===== src/rtl/peribus_hub.sv =====
// Peribus hub: decodes host accesses into per-slot chipselect/strobe windows with a ready
// timeout, and hosts a small control block for interrupt pending/mask and bus-error status.
module peribus_hub #(
    parameter int NUM_SLOTS      = 8,
    parameter int SLOT_ADDR_BITS = 2,
    parameter int ADDR_WIDTH     = 8,
    parameter int DATA_WIDTH     = 16,
    parameter int CTRL_BASE      = 'hF0,
    parameter int TIMEOUT_CYCLES = 15
) (
    input  logic                            CLOCK_50,
    input  logic                            reset_n,
    input  logic [ADDR_WIDTH-1:0]           addr,
    input  logic [DATA_WIDTH-1:0]           write_data,
    input  logic                            write_enable,
    input  logic                            read_enable,
    output logic [DATA_WIDTH-1:0]           read_data,
    output logic                            ready,
    output logic                            error,
    output logic                            irq,
    output logic [SLOT_ADDR_BITS-1:0]       peri_addr,
    output logic [DATA_WIDTH-1:0]           peri_write_data,
    output logic                            peri_write_en,
    output logic                            peri_read_en,
    output logic [NUM_SLOTS-1:0]            peri_chipselect,
    input  logic [NUM_SLOTS*DATA_WIDTH-1:0] peri_read_data,
    input  logic [NUM_SLOTS-1:0]            peri_ready,
    input  logic [NUM_SLOTS-1:0]            peri_irq
);
    localparam int CNT_W = $clog2(TIMEOUT_CYCLES + 1);
    localparam int IDX_W = ADDR_WIDTH - SLOT_ADDR_BITS;

    typedef enum logic [1:0] {IDLE, ACCESS, DONE} state_t;

    state_t                    state_q;
    logic [CNT_W-1:0]          count_q;
    logic [ADDR_WIDTH-1:0]     capAddr_q, errAddr_q, errAddr_d;
    logic [NUM_SLOTS-1:0]      pending_q, pending_d, mask_q, irqPrev_q, chipSel_q;
    logic [2:0]                status_q, status_d;
    logic [DATA_WIDTH-1:0]     readData_q, periWdata_q;
    logic [SLOT_ADDR_BITS-1:0] periAddr_q;
    logic                      ready_q, error_q, periWen_q, periRen_q;

    logic [IDX_W-1:0]          slotIdx;
    logic [NUM_SLOTS-1:0]      slotOneHot, pendClr;
    logic                      idle, slotHit, ctrlHit, singleReq, bothReq;
    logic                      ctrlWrite, maskWrite, slotReady, timeoutHit;
    logic [1:0]                ctrlSel;
    logic [2:0]                statClr, statSet;
    logic [DATA_WIDTH-1:0]     ctrlRdata, slotRdata;

    always_comb begin
        idle       = (state_q == IDLE);
        singleReq  = read_enable ^ write_enable;
        bothReq    = read_enable & write_enable;
        slotIdx    = addr[ADDR_WIDTH-1:SLOT_ADDR_BITS];
        slotHit    = (int'(slotIdx) < NUM_SLOTS);
        slotOneHot = '0;
        for (int i = 0; i < NUM_SLOTS; i++) begin
            if (int'(slotIdx) == i) slotOneHot[i] = 1'b1;
        end
        ctrlHit    = (int'(addr) >= CTRL_BASE) && (int'(addr) < CTRL_BASE + 4);
        ctrlSel    = 2'(int'(addr) - CTRL_BASE);
        ctrlWrite  = idle && singleReq && write_enable && ctrlHit && !slotHit;
        maskWrite  = ctrlWrite && (ctrlSel == 2'd1);
    end

    // Slot response is selected through the held one-hot chipselect.
    always_comb begin
        slotReady = |(peri_ready & chipSel_q);
        slotRdata = '0;
        for (int i = 0; i < NUM_SLOTS; i++) begin
            if (chipSel_q[i]) slotRdata = slotRdata | peri_read_data[i*DATA_WIDTH +: DATA_WIDTH];
        end
        timeoutHit = (state_q == ACCESS) && !slotReady
                     && ((count_q + CNT_W'(1)) == CNT_W'(TIMEOUT_CYCLES));
    end

    always_comb begin
        unique case (ctrlSel)
            2'd0:    ctrlRdata = DATA_WIDTH'(pending_q);
            2'd1:    ctrlRdata = DATA_WIDTH'(mask_q);
            2'd2:    ctrlRdata = DATA_WIDTH'(errAddr_q);
            default: ctrlRdata = DATA_WIDTH'(status_q);
        endcase
    end

    // Sticky status and pending latches: a set in the same cycle as a W1C clear wins.
    always_comb begin
        pendClr    = (ctrlWrite && ctrlSel == 2'd0) ? write_data[NUM_SLOTS-1:0] : '0;
        statClr    = (ctrlWrite && ctrlSel == 2'd3) ? write_data[2:0] : 3'b000;
        statSet[0] = idle && singleReq && !slotHit && !ctrlHit;
        statSet[1] = timeoutHit;
        statSet[2] = idle && bothReq;
        pending_d  = (pending_q & ~pendClr) | (peri_irq & ~irqPrev_q);
        status_d   = (status_q & ~statClr) | statSet;
        errAddr_d  = (state_q == ACCESS) ? capAddr_q : addr;
    end

    always_ff @(posedge CLOCK_50 or negedge reset_n) begin
        if (!reset_n) begin
            state_q     <= IDLE;
            count_q     <= '0;
            capAddr_q   <= '0;
            errAddr_q   <= '0;
            pending_q   <= '0;
            mask_q      <= '0;
            irqPrev_q   <= '0;
            chipSel_q   <= '0;
            status_q    <= '0;
            readData_q  <= '0;
            periWdata_q <= '0;
            periAddr_q  <= '0;
            ready_q     <= 1'b0;
            error_q     <= 1'b0;
            periWen_q   <= 1'b0;
            periRen_q   <= 1'b0;
        end else begin
            irqPrev_q <= peri_irq;
            pending_q <= pending_d;
            status_q  <= status_d;
            if (|statSet) errAddr_q <= errAddr_d;
            if (maskWrite) mask_q <= write_data[NUM_SLOTS-1:0];
            unique case (state_q)
                IDLE: begin
                    if (bothReq) begin
                        capAddr_q  <= addr;
                        state_q    <= DONE;
                        ready_q    <= 1'b1;
                        error_q    <= 1'b1;
                        readData_q <= '0;
                    end else if (singleReq) begin
                        capAddr_q   <= addr;
                        periAddr_q  <= addr[SLOT_ADDR_BITS-1:0];
                        periWdata_q <= write_data;
                        if (slotHit) begin
                            state_q   <= ACCESS;
                            count_q   <= '0;
                            chipSel_q <= slotOneHot;
                            periWen_q <= write_enable;
                            periRen_q <= read_enable;
                        end else begin
                            state_q    <= DONE;
                            ready_q    <= 1'b1;
                            error_q    <= !ctrlHit;
                            readData_q <= (ctrlHit && read_enable) ? ctrlRdata : '0;
                        end
                    end
                end
                ACCESS: begin
                    if (slotReady || timeoutHit) begin
                        state_q    <= DONE;
                        ready_q    <= 1'b1;
                        error_q    <= !slotReady;
                        readData_q <= (slotReady && periRen_q) ? slotRdata : '0;
                        chipSel_q  <= '0;
                        periWen_q  <= 1'b0;
                        periRen_q  <= 1'b0;
                    end else begin
                        count_q <= count_q + CNT_W'(1);
                    end
                end
                default: begin
                    state_q    <= IDLE;
                    ready_q    <= 1'b0;
                    error_q    <= 1'b0;
                    readData_q <= '0;
                end
            endcase
        end
    end

    assign read_data       = readData_q;
    assign ready           = ready_q;
    assign error           = error_q;
    assign irq             = |(pending_q & mask_q);
    assign peri_addr       = periAddr_q;
    assign peri_write_data = periWdata_q;
    assign peri_write_en   = periWen_q;
    assign peri_read_en    = periRen_q;
    assign peri_chipselect = chipSel_q;
endmodule


===== config.mk =====
export PLATFORM = sky130hd
export DESIGN_NAME = peribus_hub
export DESIGN_NICKNAME = d
export VERILOG_FILES = /design/src/rtl/peribus_hub.sv
export SDC_FILE = /design/constraint.sdc
export NUM_CORES = 1
export LEC_CHECK = 0
export ABC_AREA = 1
export CELL_PAD_IN_SITES_DETAIL_PLACEMENT = 0
export CELL_PAD_IN_SITES_GLOBAL_PLACEMENT = 1
export CORE_MARGIN = 10
export CORE_UTILIZATION = 32
export CTS_BUF_LIST = sky130_fd_sc_hd__clkbuf_16
export DETAILED_ROUTE_END_ITERATION = 12
export GPL_TIMING_DRIVEN = 0
export HOLD_SLACK_MARGIN = 0.02
export PLACE_DENSITY_LB_ADDON = 0.1
export SLEW_MARGIN = 20
export SYNTH_ARGS = -nofsm -noshare
export SYNTH_HDL_FRONTEND = slang
export SYNTH_SLANG_ARGS = --single-unit

===== constraint.sdc =====
create_clock -name CLOCK_50 -period 4.5 [get_ports CLOCK_50]
set_input_delay 1.35 -clock CLOCK_50 [delete_from_list [all_inputs] [get_ports CLOCK_50]]
set_output_delay 1.35 -clock CLOCK_50 [all_outputs]
set_load 0.02 [all_outputs]

==> results of run 1 <==
[power by group through the flow]
| stage | sequential [mW] | clock, mW | combinational (mW) |
|---|---|---|---|
| CTS | 1.19 | 0.764 | 1.27 |
| global placement | 1.19 | 0 | 1.24 |
| floorplan | 1.30 | 0 | 0.556 |
| global route | 1.21 | 0.805 | 1.38 |
| finish | 1.18 | 0.749 | 1.25 |
| detailed placement | 1.20 | 0 | 1.26 |
[metal layers]
layer / wire length [um] / vias up / track usage (%)
met2: 10300 / 205 / 33.2
met1: 9380 / 2651 / 24.9
met3: 1530 / 13 / 3.92
met4: 192 / 0 / 3.90
met5: 0 / - / 0
li1: - / 2706 / -
[through the flow]
| step | area (sq um) | setup slack, ps | util [%] | TNS (ps) |
|---|---|---|---|---|
| global placement | 7570 | -1420 | 47.8 | -133760 |
| finish | 7890 | 1390 | 49.9 | 0 |
| floorplan | 5130 | 1990 | - | 0 |
| detailed placement | 7600 | 1080 | 48.0 | 0 |
| global route | 7890 | 1280 | 49.9 | 0 |
| CTS | 7890 | 1370 | 49.9 | 0 |
[cell families (layout without fill, tap and decap cells)]
kind of cell	count (synthesis)	after routing
AND/OR/NAND/NOR	403	403
buffers and inverters	83	317
adder cells (fa/ha/maj)	4	4
AO/OA/AOI/OAI	99	99
multiplexers	8	8
flip-flops	95	95
[flip-flops by register name, summed over array words and instances (netlist names)]
signal / flops
state_q: 2
peri_write_data: 16
peri_write_en: 1
peri_read_en: 1
ready: 1
capAddr_q: 8
read_data: 16
mask_q: 8
peri_addr: 2
errAddr_q: 8
peri_chipselect: 8
error: 1
status_q: 3
irqPrev_q: 8
count_q: 4
pending_q: 8
[area by class of cell]
| cell class | count | share of cell area (%) |
|---|---|---|
| Multi-Input combinational cell | 514 | 30.4 |
| Tap cell | 216 | 3.42 |
| Clock buffer | 9 | 2.85 |
| Sequential cell | 95 | 30.1 |
| Clock inverter | 7 | 0.809 |
| Timing Repair Buffer | 218 | 27.9 |
| Buffer | 28 | 1.86 |
| Inverter | 55 | 2.62 |
[synth_stat cells (2+ instances only)]
cell type,count
nand3_2,2
nand3_4,2
or2_2,3
nand3_1,24
o22ai_1,2
buf_2,12
buf_6,3
ha_1,4
o21ai_1,44
inv_2,5
inv_1,50
a21oi_1,6
nor3_1,7
clkbuf_1,12
nand4_1,34
nand2_1,260
mux2_2,8
and3_1,2
o21ai_0,41
nor2_1,62
a22o_1,3
nor2_4,3
dfrtp_1,95
[critical path: stages, from the launching register on]
cell and delay, ps:
dfrtp_1 350, inv_1 70, o22ai_1 170, a21oi_1 60, o2111ai_1 120, clkdlybuf4s50_1 660
[worst min path at each step]
stage / from / end / cells after the start
floorplan: irqPrev_q[0]$_DFF_PN0_ / pending_q[0]$_DFF_PN0_ / 1
global placement: irqPrev_q[1]$_DFF_PN0_ / pending_q[1]$_DFF_PN0_ / 1
detailed placement: irqPrev_q[2]$_DFF_PN0_ / pending_q[2]$_DFF_PN0_ / 1
CTS: irqPrev_q[2]$_DFF_PN0_ / pending_q[2]$_DFF_PN0_ / 1
global route: irqPrev_q[2]$_DFF_PN0_ / pending_q[2]$_DFF_PN0_ / 1
finish: irqPrev_q[1]$_DFF_PN0_ / pending_q[1]$_DFF_PN0_ / 1
==> impl_metrics.env, run 1 <==
export IMPL_synth_area_top_cells="dfrtp_1 46%, nand2_1 19%, nor2_1 4.5%"
export IMPL_synth_mux_area_share_pct=1.76
export IMPL_cts_tree="built"
export IMPL_syn_inst=692
export IMPL_drv_cap=0
export IMPL_layout_commonest_cell="nand2_1"
export IMPL_viasPerCell=4.88
export IMPL_clock_path_buffers=2
export IMPL_cp_data_arrival_time_ps=1760
export IMPL_post_drt_wl_per_cell_um=18.7
export IMPL_regToRegSetupSlack_ps=2610
export IMPL_antenna_found_initial=0
export IMPL_gp_congestion=0.870
export IMPL_fin_crit_sh_pct=69.2
export IMPL_drive_above_1_share_pct=6.26
export IMPL_ios=219
export IMPL_peakVddDrop_v=0.000268
export IMPL_synth_top_family_by_area="simple AND/OR/NAND/NOR gates"
export IMPL_worstMarginPinSlew_ps=735
export IMPL_p_comb_share_pct=39.3
export IMPL_yosysTopAreaCell="dfrtp_1"
export IMPL_final_seq_area_sq_um=2380
export IMPL_routed_wl_um=21400
export IMPL_cp_end_kind="output pin"
export IMPL_synth_distinct_cells=31
export IMPL_grt_pass1_wl_um=33300
export IMPL_insertedDiodeCount=0
export IMPL_internal_power_mw=2.05
export IMPL_final_cell_count_no_fill=1142
export IMPL_cp_max_fo=2
export IMPL_post_cts_buffers=0
export IMPL_p_seq_share_pct=37.2
export IMPL_synth_compound_area_share_pct=10.1
export IMPL_switchingPower_mw=1.14
export IMPL_power_mw=3.18
export IMPL_avgSynthCellArea_sq_um=7.41
export IMPL_yosysWarnings=0
export IMPL_dpl_hpwl_um=17100
export IMPL_synthAdderAreaFrac_pct=0.975
export IMPL_clkPwrFrac_pct=23.5
export IMPL_critPathLaunchType="flip-flop"
export IMPL_rsz0062_at_grt="no"
export IMPL_cts_clk_slew_worst_paths_ps=70
export IMPL_p_per_area_nw_per_um2=403
export IMPL_design_core_area_sq_um=15800
export IMPL_slew_violations=0
export IMPL_r2r_end="read_data[6]$_DFFE_PN0P_"
export IMPL_switching_share_pct=35.7
export IMPL_endpoint="irq"
export IMPL_cts_hold_buffers=0
export IMPL_die_area_sq_um=21500
export IMPL_whs_ps=412
export IMPL_status="complete, no violations"
export IMPL_drt_pass1_iterations=5
export IMPL_maxSlewHeadroom_pct=51.0
export IMPL_cts_sinks=95
export IMPL_crit_type="flip-flop to output pin"
export IMPL_grt_use_total_pct=19.5
export IMPL_ys_flop_type="dfrtp_1"
export IMPL_ctsHtreeMaxLevel=3
export IMPL_cts_resized=0
export IMPL_ys_ff_latch=95
export IMPL_netlist_area_leader_share_pct=46.3
export IMPL_final_cell_mix="260 x nand2_1, 216 x clkdlybuf4s50_1, 95 x dfrtp_1"
export IMPL_r2r_start="peri_chipselect[4]$_DFFE_PN0P_"
export IMPL_ant_nets=0
export IMPL_rows=46
export IMPL_crit_path_start="pending_q[3]$_DFF_PN0_"
export IMPL_finalSetupViolCount=0
export IMPL_vias=5575
export IMPL_min_period_ps=3110
export IMPL_synth_edf_count=0
export IMPL_grt_overflow_total=0
export IMPL_crit_required_ps=3150
export IMPL_drc=0
export IMPL_yosys_area_share_simple_pct=33.9
export IMPL_cts_buffers=9
export IMPL_synth_area_sq_um=5130
export IMPL_synth_nets=868
export IMPL_first_global_vias=5676
export IMPL_grt_max_degree=78
export IMPL_seq_area_frac_synth_pct=46.3
export IMPL_min_path_type="flip-flop to flip-flop"
export IMPL_synth_xor_area_share_pct=0
export IMPL_nNetsFinal=1097
export IMPL_clk_latency_ps=340
export IMPL_multi_input_area_sq_um=2400
export IMPL_syn_to_final_growth_pct=53.8
export IMPL_async_reset_ff_share_pct=100
export IMPL_reg2regPathDepth=8
export IMPL_drt_initial_drc_count=275
export IMPL_nFillCells=1549
export IMPL_portBuffers=217
export IMPL_hold_violations=0
export IMPL_dieWidth_um=147
export IMPL_leakagePower_nw=3.45
export IMPL_start_util_pct=32.4
export IMPL_root_buffer="clkbuf_16"
export IMPL_fmax_mhz=321
export IMPL_place_inst=1126
export IMPL_clock_skew_ps=5.97
export IMPL_die_h_um=147
Power figures use the tool's default switching activity.
==> run 2: changes to the inputs <==
CORE_UTILIZATION = 30   (was 32)
clock period = 3.1 ns   (was 4.5 ns; I/O delays follow)
==> impl_metrics.env, run 2 (same netlist as run 1, synthesis figures left out) <==
export IMPL_viasPerCell=4.76
export IMPL_clock_skew_ps=6.51
export IMPL_grt_pass1_wl_um=32600
export IMPL_drt_initial_drc_count=195
export IMPL_insertedDiodeCount=0
export IMPL_min_path_type="flip-flop to flip-flop"
export IMPL_nFillCells=1715
export IMPL_whs_ps=405
export IMPL_vias=5446
export IMPL_grt_use_total_pct=18.2
export IMPL_cts_resized=0
export IMPL_hold_violations=0
export IMPL_slew_violations=0
export IMPL_nNetsFinal=1097
export IMPL_drv_cap=0
export IMPL_finalSetupViolCount=0
export IMPL_clk_latency_ps=340
export IMPL_cp_max_fo=2
export IMPL_crit_required_ps=2170
export IMPL_final_seq_area_sq_um=2380
export IMPL_min_from="irqPrev_q[0]$_DFF_PN0_"
export IMPL_grt_overflow_total=0
export IMPL_first_global_vias=5655
export IMPL_gp_congestion=0.932
export IMPL_cp_data_arrival_time_ps=1750
export IMPL_cp_end_kind="output pin"
export IMPL_crit_type="flip-flop to output pin"
export IMPL_rows=47
export IMPL_portBuffers=217
export IMPL_crit_path_start="pending_q[3]$_DFF_PN0_"
export IMPL_place_inst=1130
export IMPL_final_cell_count_no_fill=1144
export IMPL_drive_above_1_share_pct=6.06
export IMPL_leakagePower_nw=3.44
export IMPL_final_cell_mix="260 x nand2_1, 216 x clkdlybuf4s50_1, 95 x dfrtp_1"
export IMPL_cts_sinks=95
export IMPL_routed_wl_um=21400
export IMPL_start_util_pct=30.7
export IMPL_dpl_hpwl_um=17300
export IMPL_post_drt_wl_per_cell_um=18.7
export IMPL_post_cts_buffers=0
export IMPL_worstMarginPinSlew_ps=732
export IMPL_clock_path_buffers=2
export IMPL_layout_commonest_cell="nand2_1"
export IMPL_final_setup_tns_ps=0
export IMPL_p_per_area_nw_per_um2=583
export IMPL_final_area_sq_um=7880
export IMPL_dp_slack_ps=134
export IMPL_critPathLaunchType="flip-flop"
export IMPL_maxSlewHeadroom_pct=51.2
export IMPL_cts_clk_slew_worst_paths_ps=60
export IMPL_drt_pass1_iterations=4
export IMPL_drc=0
export IMPL_ios=219
export IMPL_design_core_area_sq_um=16700
export IMPL_multi_input_area_sq_um=2400
export IMPL_rsz0062_at_grt="no"
export IMPL_r2r_start="peri_chipselect[1]$_DFFE_PN0P_"
export IMPL_peakVddDrop_v=0.000473
export IMPL_setup_slack_ps=417
export IMPL_placed_cell_area_sq_um=7610
export IMPL_status="complete, no violations"
export IMPL_min_period_ps=2680
export IMPL_antenna_found_initial=0
export IMPL_grt_max_degree=68
export IMPL_root_buffer="clkbuf_16"
export IMPL_cts_tree="built"
export IMPL_cts_hold_buffers=0
export IMPL_fin_crit_sh_pct=86.5
export IMPL_fmax_mhz=373
export IMPL_cts_buffers=9
export IMPL_syn_to_final_growth_pct=53.6
export IMPL_dieWidth_um=151
export IMPL_die_area_sq_um=22700
export IMPL_ant_nets=0
export IMPL_ctsHtreeMaxLevel=3
export IMPL_die_h_um=151
-- run 2: through the flow --
step,utilization (%),power [mW]
after CTS,47.2,4.65
final,47.2,4.59
after detailed placement,45.5,3.57
after global placement,45.4,3.53
after global routing,47.2,4.91
after floorplan,-,2.69
-- run 2: per-layer routing --
layer	GRT usage (%)	vias up	share of wire [%]
met5	0	-	0
met4	4.04	0	1.1
met3	4.89	13	8.8
met2	30.0	184	47
met1	23.5	2555	43
li1	-	2694	-
-- run 2: cell type report --
class | instances | area share (%)
Timing Repair Buffer | 218 | 27.9
Inverter | 55 | 2.62
Clock inverter | 5 | 0.635
Buffer | 28 | 1.86
Multi-Input combinational cell | 514 | 30.5
Clock buffer | 9 | 2.86
Tap cell | 220 | 3.49
Sequential cell | 95 | 30.2
-- run 2: worst max-delay path, cell delays in order, from the launching register on --
cell             delay (ps)
dfrtp_1                 340
inv_1                    60
o22ai_1                 170
a21oi_1                  60
o2111ai_1               130
clkdlybuf4s50_1         660
-- run 2: worst paths after layout --
check | slack, ps | depth (start not counted) | endpoint
min in group asynchronous | 460 | 1 | peri_write_data[8]$_DFFE_PN0P_
worst max-delay path | 420 | 5 | irq
worst min register to register | 400 | 1 | pending_q[0]$_DFF_PN0_
worst min-delay path | 400 | 1 | pending_q[0]$_DFF_PN0_
max in group asynchronous | 2030 | 2 | read_data[11]$_DFFE_PN0P_
worst max register to register | 1260 | 7 | read_data[14]$_DFFE_PN0P_
-- run 2: power by group --
part / leakage (nW) / switching (mW) / total, mW / internal (mW)
Combinational: 2.12 / 0.997 / 1.81 / 0.818
Sequential: 1.18 / 0.185 / 1.72 / 1.53
Clock: 0.134 / 0.449 / 1.06 / 0.611
==> run 3: changes to the inputs <==
CORE_UTILIZATION = 27   (was 30)
clock period = 2.3 ns   (was 3.1 ns; I/O delays follow)
==> impl_metrics.env, run 3 (same netlist as run 1, synthesis figures left out) <==
export IMPL_status="complete, no violations"
export IMPL_slowest_stage="dfrtp_1"
export IMPL_crit_buf_inv=2
export IMPL_grt_max_degree=54
export IMPL_final_cell_mix="258 x nand2_1, 214 x clkdlybuf4s50_1, 95 x dfrtp_1"
export IMPL_cts_buffers=9
export IMPL_fin_crit_sh_pct=94.3
export IMPL_design_core_area_sq_um=18700
export IMPL_switchingPower_mw=2.27
export IMPL_first_global_vias=5663
export IMPL_die_h_um=158
export IMPL_layout_commonest_cell="nand2_1"
export IMPL_drive_above_1_share_pct=7.23
export IMPL_rsz0062_at_grt="yes"
export IMPL_drc=0
export IMPL_drt_pass1_iterations=6
export IMPL_nFillCells=1946
export IMPL_finalSetupViolCount=0
export IMPL_cp_data_arrival_time_ps=1480
export IMPL_crit_type="flip-flop to output pin"
export IMPL_drt_initial_drc_count=258
export IMPL_p_seq_share_pct=36.9
export IMPL_multi_input_area_sq_um=2440
export IMPL_cts_clk_slew_worst_paths_ps=70
export IMPL_clock_skew_ps=5.33
export IMPL_leakagePower_nw=3.49
export IMPL_worstMarginPinSlew_ps=689
export IMPL_grt_pass1_wl_um=33600
export IMPL_maxSlewHeadroom_pct=54.1
export IMPL_critPathLaunchType="flip-flop"
export IMPL_placed_cell_area_sq_um=7620
export IMPL_grt_util_met3_pct=6.16
export IMPL_cp_slowest_stage_delay_ps=380
export IMPL_start_util_pct=27.4
export IMPL_globalRouteMet1Util_pct=22.0
export IMPL_cp_max_fo=2
export IMPL_post_drt_wl_per_cell_um=19.4
export IMPL_antenna_found_initial=0
export IMPL_cts_tree="built"
export IMPL_final_cell_count_no_fill=1161
export IMPL_slew_violations=0
export IMPL_busiest_layer="met2"
export IMPL_gp_congestion=0.825
export IMPL_clk_latency_ps=340
export IMPL_syn_to_final_growth_pct=55.2
export IMPL_drv_cap=0
export IMPL_peakVddDrop_v=0.000507
export IMPL_dpl_hpwl_um=17900
export IMPL_cp_end_kind="output pin"
export IMPL_clkPwrFrac_pct=23.7
export IMPL_setup_slack_ps=132
export IMPL_cts_sinks=95
export IMPL_nNetsFinal=1098
export IMPL_die_area_sq_um=24900
export IMPL_vias=5509
export IMPL_cts_hold_buffers=0
export IMPL_portBuffers=217
export IMPL_internal_power_mw=4.01
export IMPL_insertedDiodeCount=0
export IMPL_min_period_ps=2170
export IMPL_met2_usage_pct=28.4
export IMPL_final_area_sq_um=7960
export IMPL_dp_slack_ps=-468
export IMPL_final_seq_area_sq_um=2380
export IMPL_crit_chain="inv_1 > o22ai_1 > a21oi_1 > o2111ai_1 > clkdlybuf4s15_1"
export IMPL_crit_family="buffers and inverters"
export IMPL_ctsHtreeMaxLevel=3
export IMPL_clock_path_buffers=2
export IMPL_final_setup_tns_ps=0
export IMPL_min_path_type="input pin to async pin"
export IMPL_switching_share_pct=36.1
export IMPL_final_util_pct=42.6
export IMPL_crit_required_ps=1610
export IMPL_viasPerCell=4.75
export IMPL_routed_wl_um=22500
export IMPL_root_buffer="clkbuf_16"
export IMPL_ios=219
export IMPL_dieWidth_um=158
export IMPL_fmax_mhz=461
export IMPL_ant_nets=0
export IMPL_grt_overflow_total=0
export IMPL_hold_violations=0
export IMPL_p_comb_share_pct=39.4
export IMPL_grt_use_total_pct=17.5
export IMPL_place_inst=1144
export IMPL_p_per_area_nw_per_um2=788
export IMPL_rows=50
==> run 3: area by class of cell <==
type,count,share of cell area [%]
well taps,234,3.68
inverters,55,2.59
clock buffers,9,2.83
plain buffers,28,1.90
clock inverters,7,0.801
repair buffers,219,27.8
flip-flops and latches,95,29.9
multi-input cells,514,30.6
==> run 3: layer usage <==
layer | vias to the layer above | wire length (um)
met5 | - | 0
met4 | 0 | 129
met3 | 9 | 2410
met2 | 211 | 10300
met1 | 2586 | 9660
li1 | 2703 | -
==> run 3: power by group through the flow <==
stage	combinational, mW	clock, mW	sequential (mW)
final	2.47	1.49	2.31
after global placement	2.46	0	2.32
after CTS	2.51	1.52	2.32
after global routing	2.75	1.60	2.37
after floorplan	1.09	0	2.54
after detailed placement	2.49	0	2.33
==> run 3: path summary, 6_finish.rpt <==
kind / depth (start not counted) / start / slack (ps) / to
max: 5 / pending_q[3]$_DFF_PN0_ / 130 / irq
min: 1 / reset_n / 260 / read_data[12]$_DFFE_PN0P_
max reg2reg: 8 / peri_chipselect[4]$_DFFE_PN0P_ / 410 / read_data[6]$_DFFE_PN0P_
min reg2reg: 1 / irqPrev_q[0]$_DFF_PN0_ / 400 / pending_q[0]$_DFF_PN0_
max in group asynchronous: 2 / reset_n / 1430 / capAddr_q[6]$_DFFE_PN0P_
min in group CLOCK_50: 1 / irqPrev_q[0]$_DFF_PN0_ / 400 / pending_q[0]$_DFF_PN0_
==> run 3: through the flow <==
stage | hold slack [ps] | total power [mW]
final | 258 | 6.28
after global routing | 277 | 6.71
after CTS | 278 | 6.34
after detailed placement | 397 | 4.83
after global placement | 394 | 4.78
after floorplan | 392 | 3.63
==> run 3: timing repair <==
| item | 4_1_cts | 5_1_grt |
|---|---|---|
| buffers inserted | 0 | 1 |
| pin swaps | 0 | 1 |
| hold endpoints to repair | 0 | 0 |
| gates resized for setup | 4 | 17 |
| setup endpoints to repair | 17 | 33 |
| gates cloned | 0 | 0 |
